File: src/rtl/fir_mac_core.sv
// Sequential-MAC FIR core: one multiplier time-shared over TAPS cycles per sample,
// coefficients loaded serially, output saturated to DATA_W after an arithmetic shift.
module fir_mac_core #(
  parameter int unsigned DATA_W = 8,
  parameter int unsigned COEF_W = 8,
  parameter int unsigned TAPS   = 4,
  parameter int unsigned SHIFT  = 0
) (
  input  logic              clk,
  input  logic              rst_n,
  input  logic [DATA_W-1:0] in_data,
  input  logic              in_valid,
  output logic              in_ready,
  input  logic [COEF_W-1:0] coef_in,
  input  logic              coef_wr,
  output logic [DATA_W-1:0] y,
  output logic              y_valid,
  output logic              busy
);

  localparam int unsigned K_W    = (TAPS > 1) ? $clog2(TAPS) : 1;
  localparam int unsigned PROD_W = DATA_W + COEF_W;
  localparam int unsigned ACC_W  = PROD_W + $clog2(TAPS);
  localparam int          Y_MAX_I = (2 ** (DATA_W - 1)) - 1;
  localparam int          Y_MIN_I = -(2 ** (DATA_W - 1));
  localparam logic signed [ACC_W-1:0] Y_MAX = ACC_W'(Y_MAX_I);
  localparam logic signed [ACC_W-1:0] Y_MIN = ACC_W'(Y_MIN_I);

  typedef enum logic [1:0] {
    IDLE = 2'd0,
    MAC  = 2'd1,
    OUT  = 2'd2
  } state_e;

  state_e                    state_q, state_d;
  logic signed [DATA_W-1:0]  x_q    [TAPS];
  logic signed [DATA_W-1:0]  x_d    [TAPS];
  logic signed [COEF_W-1:0]  coef_q [TAPS];
  logic signed [COEF_W-1:0]  coef_d [TAPS];
  logic signed [ACC_W-1:0]   acc_q, acc_d;
  logic        [K_W-1:0]     k_q, k_d;
  logic        [DATA_W-1:0]  y_q, y_d;
  logic                      y_valid_q, y_valid_d;
  logic                      in_ready_q, in_ready_d;
  logic                      busy_q, busy_d;
  logic signed [PROD_W-1:0]  prod_c;
  logic signed [ACC_W-1:0]   r_c;

  assign in_ready = in_ready_q;
  assign busy     = busy_q;
  assign y        = y_q;
  assign y_valid  = y_valid_q;

  // Next-state, datapath and registered-output computation.
  always_comb begin
    state_d   = state_q;
    x_d       = x_q;
    coef_d    = coef_q;
    acc_d     = acc_q;
    k_d       = k_q;
    y_d       = y_q;
    y_valid_d = 1'b0;
    prod_c    = PROD_W'(x_q[k_q]) * PROD_W'(coef_q[k_q]);
    r_c       = acc_q >>> SHIFT;

    case (state_q)
      IDLE: begin
        // Coefficient shift happens before the MAC starts, so a same-cycle
        // write is already visible to the accepted sample.
        if (coef_wr) begin
          for (int unsigned i = 1; i < TAPS; i++) coef_d[i] = coef_q[i-1];
          coef_d[0] = coef_in;
        end
        if (in_valid) begin
          for (int unsigned i = 1; i < TAPS; i++) x_d[i] = x_q[i-1];
          x_d[0]  = in_data;
          acc_d   = '0;
          k_d     = '0;
          state_d = MAC;
        end
      end
      MAC: begin
        acc_d = acc_q + ACC_W'(prod_c);
        if (k_q == K_W'(TAPS - 1)) begin
          k_d     = '0;
          state_d = OUT;
        end else begin
          k_d = k_q + K_W'(1);
        end
      end
      OUT: begin
        if (r_c > Y_MAX)      y_d = {1'b0, {(DATA_W-1){1'b1}}};
        else if (r_c < Y_MIN) y_d = {1'b1, {(DATA_W-1){1'b0}}};
        else                  y_d = DATA_W'(r_c);
        y_valid_d = 1'b1;
        state_d   = IDLE;
      end
      default: state_d = IDLE;
    endcase

    in_ready_d = (state_d == IDLE);
    busy_d     = (state_d != IDLE);
  end

  // State and datapath registers; reset restores identity coefficients.
  always_ff @(posedge clk or negedge rst_n) begin
    if (!rst_n) begin
      state_q    <= IDLE;
      acc_q      <= '0;
      k_q        <= '0;
      y_q        <= '0;
      y_valid_q  <= 1'b0;
      in_ready_q <= 1'b1;
      busy_q     <= 1'b0;
      for (int unsigned i = 0; i < TAPS; i++) begin
        x_q[i]    <= '0;
        coef_q[i] <= (i == 0) ? COEF_W'(1) : '0;
      end
    end else begin
      state_q    <= state_d;
      acc_q      <= acc_d;
      k_q        <= k_d;
      y_q        <= y_d;
      y_valid_q  <= y_valid_d;
      in_ready_q <= in_ready_d;
      busy_q     <= busy_d;
      for (int unsigned i = 0; i < TAPS; i++) begin
        x_q[i]    <= x_d[i];
        coef_q[i] <= coef_d[i];
      end
    end
  end

endmodule

File: config.mk
export PLATFORM = sky130hd
export DESIGN_NAME = fir_mac_core
export DESIGN_NICKNAME = d
export VERILOG_FILES = /design/src/rtl/fir_mac_core.sv
export SDC_FILE = /design/constraint.sdc
export NUM_CORES = 1
export LEC_CHECK = 0
export CAP_MARGIN = 40
export CORE_ASPECT_RATIO = 1.1
export CORE_MARGIN = 5
export CORE_UTILIZATION = 30
export CTS_BUF_LIST = sky130_fd_sc_hd__clkbuf_8
export CTS_CLUSTER_SIZE = 28
export DETAILED_ROUTE_END_ITERATION = 8
export GPL_TIMING_DRIVEN = 0
export PLACE_DENSITY = 0.44
export SKIP_CTS_REPAIR_TIMING = 1
export SYNTH_ARGS = -nofsm -noshare
export SYNTH_HDL_FRONTEND = slang
export SYNTH_SLANG_ARGS = --single-unit
File: constraint.sdc
create_clock -name clk -period 7.69 [get_ports clk]
set_input_delay 0.769 -clock clk [delete_from_list [all_inputs] [get_ports clk]]
set_output_delay 0.769 -clock clk [all_outputs]
set_load 0.01 [all_outputs]
---- Word level (Yosys, flattened, before mapping) ----
Cells that the tools add are included.
Widths: inputs -> output; s select.
word-level totals
  RAM bits ................................ 0
  memories ................................ 0
  bits in read-only memories .............. 0
  register bits after elaboration ......... 97
  output and inout port bits .............. 11
  word-level logic and storage cells ...... 50
  bits in latches ......................... 0
  input port bits ......................... 20
cells by class
  shift-type cells ........................ 0
  multiply operators ...................... 1
  equality and inequality tests ........... 4
  reduce and logical (&&, ||, !) cells .... 7
  divide/modulo/power cells ............... 0
  order comparisons ....................... 3
  bitwise logic cells ..................... 1
  $add $sub $neg .......................... 2
  muxes and demuxes ....................... 17
operator list
  operator             number
  $mux 8               6
  $pmux 18 s2          1
  $bmux 8 s2           2
  $add 18x16->18       1
  $gt 18x8->1 const B  1
  $lt 18x8->1 const B  1
  $mux 18              1
  $mul 8x8->16         1
  $mux 2               4
  $pmux 2 s2           2
  $reduce_and 2->1     3
  $eq 2x2->1 const B   2
  $logic_not 2->1      2
  $reduce_bool 2->1    2
  $ge 3x3->1 const B   1
  $not 2->3            1
  $add 2x1->2 const B  1
  $eq 2x1->1 const B   1
  $ne 2x2->1 const B   1
  $mux 1               1

---- Logic depth before layout (Yosys ltp) ----
  word-level depth ........................ 7
  gate-level depth with buffers ........... 21
  gate-level depth less buffers ........... 19

---- Worst setup path after synthesis ----
Ideal clock, no wire load.
  path type ............................... flip-flop to flip-flop
  start ................................... reg k_q[0]
  end ..................................... reg acc_q[15]
  arrival time ............................ 5.232 ns
  period minus slack after synthesis ...... 5.368 ns
  slack ................................... 2.322 ns
  buffers on the path ..................... 2
  stages on the path, launching flop included .. 18
  library setup time ...................... 0.136 ns
  data required time ...................... 7.554 ns
  cell sequence ........................... dfrtp_1 -> buf_4 -> buf_4 -> mux4_2 -> and2_1 -> fa_1 -> inv_1 -> fa_1 -> inv_1 -> fa_1 -> fa_1 -> ha_1 -> ha_1 -> a21o_1 -> a221oi_2 -> a21oi_1 -> xnor2_1 -> o21ai_0
on the way
  word-level cells in the longest chain between the ends .. 7
  elaborated cells on any way between the ends .. 10
  those cells by class .................... add/sub: 1; mul: 1; mux: 7; bitwise: 1
ends and longest elaborated chain
  element                                     RTL line  text
  start: declaration                          41        logic [K_W-1:0] k_q, k_d;
  start signal: assignment                    122       k_q <= k_d;
  $not 2->3 (implied by the code) *           63        prod_c = PROD_W'(x_q[k_q]) * PROD_W'(coef_q[k_q]);
  $bmux 8 s2                                  63
  $mux 8 (implied by the code) (2 in series)  63
  $mul 8x8->16 *                              63
  $add 18x16->18 *                            83        acc_d = acc_q + ACC_W'(prod_c);
  $pmux 18 s2 *                               66        case (state_q)
  end signal: assignment                      109       acc_q <= '0;
  end signal: assignment                      121       acc_q <= acc_d;
  end: declaration                            40        logic signed [ACC_W-1:0] acc_q, acc_d;
Every way passes the cells marked *; elsewhere a longest branch is shown, timed or not. The select of a mux whose other input is x is not followed.
A chain may end at the register's enable or synchronous reset.

---- Worst setup path in the final report ----
Ends and elaborated chain as after synthesis.

==> flow_summary_export.csv <==
group,metric,value,unit
drt,drc_errors,0,
yosys,ys_seq_area_share,33.27,%
grt,track_usage,12.00,%
yosys,post_synth.cell_area_avg,11.57,sq um
grt,grt_pass1_vias,5172,
clock_tree,numCtsBuffers,9,
drt,viasPerCell,4.690,
yosys,synthMuxAreaShare,14.92,%
grt,grt_pass1_wl,26870,microns
finish,nNetsFinal,817,
yosys,synth-compound-area-share,6.099,%
sta,setup_tns,0,ps
run_status,run_status,"completed",
yosys,ys_warn_count,0,
yosys,synth_simple_gate_area_share,8.720,%
clock_tree,clockBufferDepth,2,
clock_tree,clock_latency,380,ps
clock_tree,cts_tree,"done",
drt,wl_per_cell,16.15,microns
yosys,synth_most_common_cell,"dfrtp_1",
setup_path,r2r_slack,1680,ps
yosys,post_synth_xor_area_fraction,1.679,%
die,die_area,27570,sq um
drt,drtAntennaViolNets,0,
drt,vias,4638,
grt,gr-total-overflow,0,
yosys,syn_inst,631,
setup_path,worstSetupEndpointType,"flip-flop",
grt,grt_max_degree,59,
sta,max_freq,166.5,MHz
drt,dr.pass1.iters,4,
yosys,synth_seq_cells,97,
yosys,syn_nets,774,
sta,drv_slew,0,
setup_path,arrival,6260,ps
drt,drt_iter0_drc,122,
yosys,synth-adder-area-share,29.30,%
die,start_util,30.12,%
finish,nFillCells,2443,
yosys,yosys.area.top_type,"dfrtp_1",
setup_path,crit_type,"flip-flop to flip-flop",
setup_path,critical_path.startpoint_type,"flip-flop",
sta,hold_violations,0,
yosys,synth_top_area_share,32.55,%
sta,slew_headroom,48.16,%
finish,area_growth,12.40,%
sta,worst_slew_pin_slew,777.7,ps
clock_tree,path_clk_slew,100,ps
die,coreArea,24250,sq um
sta,period_needed,6007,ps
yosys,synth_top_family_by_area,"adder cells",
sta,grt_setup_unrepaired,"no",
yosys,netlist-cell-type-count,42,
drt,drt-total-wl,15970,microns
die,chipHeight,173.6,microns
setup_path,cp_max_fo,10,
placed_design,dpl.hpwl,13060,microns
clock_tree,cts_max_level,3,
placed_design,io_buffers,30,
yosys,async_reset_ff_share,100.0,%
setup_path,required,7940,ps
sta,finalSetupViolations,0,
yosys,synth_ff_type,"dfrtp_1",
min_path,hold_class,"primary input to async pin",
sta,fin_skew,13.84,ps
yosys,netlist_area,7303,sq um
yosys,synth_edf_count,0,
die,rows,60,
sta,finalCritPeriodShare,78.12,%
yosys,netlist_top_cells_count,"dfrtp_1, inv_1, fa_1",
clock_tree,cts.sinks,97,
placed_design,gp_congestion,0.8196,
finish,drive_gt1_share,16.35,%
clock_tree,cts-root-buf,"clkbuf_8",
yosys,ys_top_cells_by_area,"dfrtp_1, fa_1, mux2_2",
die,ios,31,
die,die_w,158.8,microns
grt,antenna_found_initial,0,
finish,diodes,0,
run,maxCapViolCount,0,
-- sequential cells by signal, indices dropped and copies added, names as in the netlist --
name      cells
in_ready      1
x_q          32
busy          1
acc_q        18
k_q           2
coef_q       32
y_valid       1
y             8
state_q       2
-- logic make-up after synthesis --
logic type / count (synthesis)
flip-flops: 97
multiplexers: 82
AND/OR/NAND/NOR: 135
XOR/XNOR: 14
buffers and inverters: 112
AO/OA/AOI/OAI: 68
adder cells (fa/ha/maj): 123
-- worst max-delay path, stage by stage (launching register included) --
cell and delay [ps]:
dfrtp_1 370, buf_4 260, buf_4 290, mux4_2 640
nand2_1 210, inv_1 80, fa_1 530, inv_1 140
fa_1 560, inv_1 60, fa_1 510, fa_1 500
ha_1 300, ha_1 350, o211ai_1 160, nor2_1 100
a221oi_2 370, a21oi_1 140, xnor2_1 180, o21ai_0 90
-- through the flow --
stage / util, % / instance area [sq um] / hold slack (ps) / std cells / setup WS, ps
CTS: 33.85 / 8209 / 468.4 / 989 / 1562
floorplan: - / 7303 / 470.3 / 631 / 2322
global route: 33.85 / 8209 / 505.6 / 989 / 1205
global placement: 32.96 / 7991 / 462.0 / 971 / 1438
finish: 33.85 / 8209 / 449.1 / 989 / 1683
detailed placement: 33.06 / 8016 / 472.0 / 973 / 1648
-- metal layers --
layer / track usage, % / vias to the layer above / wire length (microns)
li1: - / 2156 / -
met1: 15.09 / 2429 / 6952
met2: 21.43 / 40 / 8450
met3: 1.593 / 13 / 294
met4: 3.586 / 0 / 272
met5: 0 / - / 0
-- cell usage in the layout (no fill, tap or decap), types with 10 or more instances in the layout --
master	count
inv_1	93
ha_1	43
clkdlybuf4s50_1	29
dfrtp_1	95
nor2_1	20
fa_1	80
and2_1	36
nand2_1	62
o21ai_0	19
mux4_2	15
mux2_2	63
xnor2_1	10
-- area by class of cell --
class	count	area, sq um	share of cell area [%]
clock inverter	7	68.82	0.8383
buffer	20	93.84	1.143
multi-input combinational	422	4434	54.02
timing repair buffer	32	325.3	3.963
sequential	97	2430	29.60
inverter	92	345.3	4.207
tap	310	387.9	4.725
clock buffer	9	123.9	1.509
-- worst paths after layout --
check / start / end / cells after the start
min reg2reg: y[1]$_DFFE_PN0P_ / y[1]$_DFFE_PN0P_ / 2
min: rst_n / x_q[30]$_DFFE_PN0P_ / 1
max reg2reg: k_q[0]$_DFFE_PN0P_ / acc_q[15]$_DFFE_PN0P_ / 19
max: k_q[0]$_DFFE_PN0P_ / acc_q[15]$_DFFE_PN0P_ / 19
max in group asynchronous: rst_n / coef_q[24]$_DFFE_PN1P_ / 2
min in group clk: y[1]$_DFFE_PN0P_ / y[1]$_DFFE_PN0P_ / 2
Power is left out: the tool's default activity adds up to more than one toggle a clock period on the data nets, which glitch-free logic cannot reach.
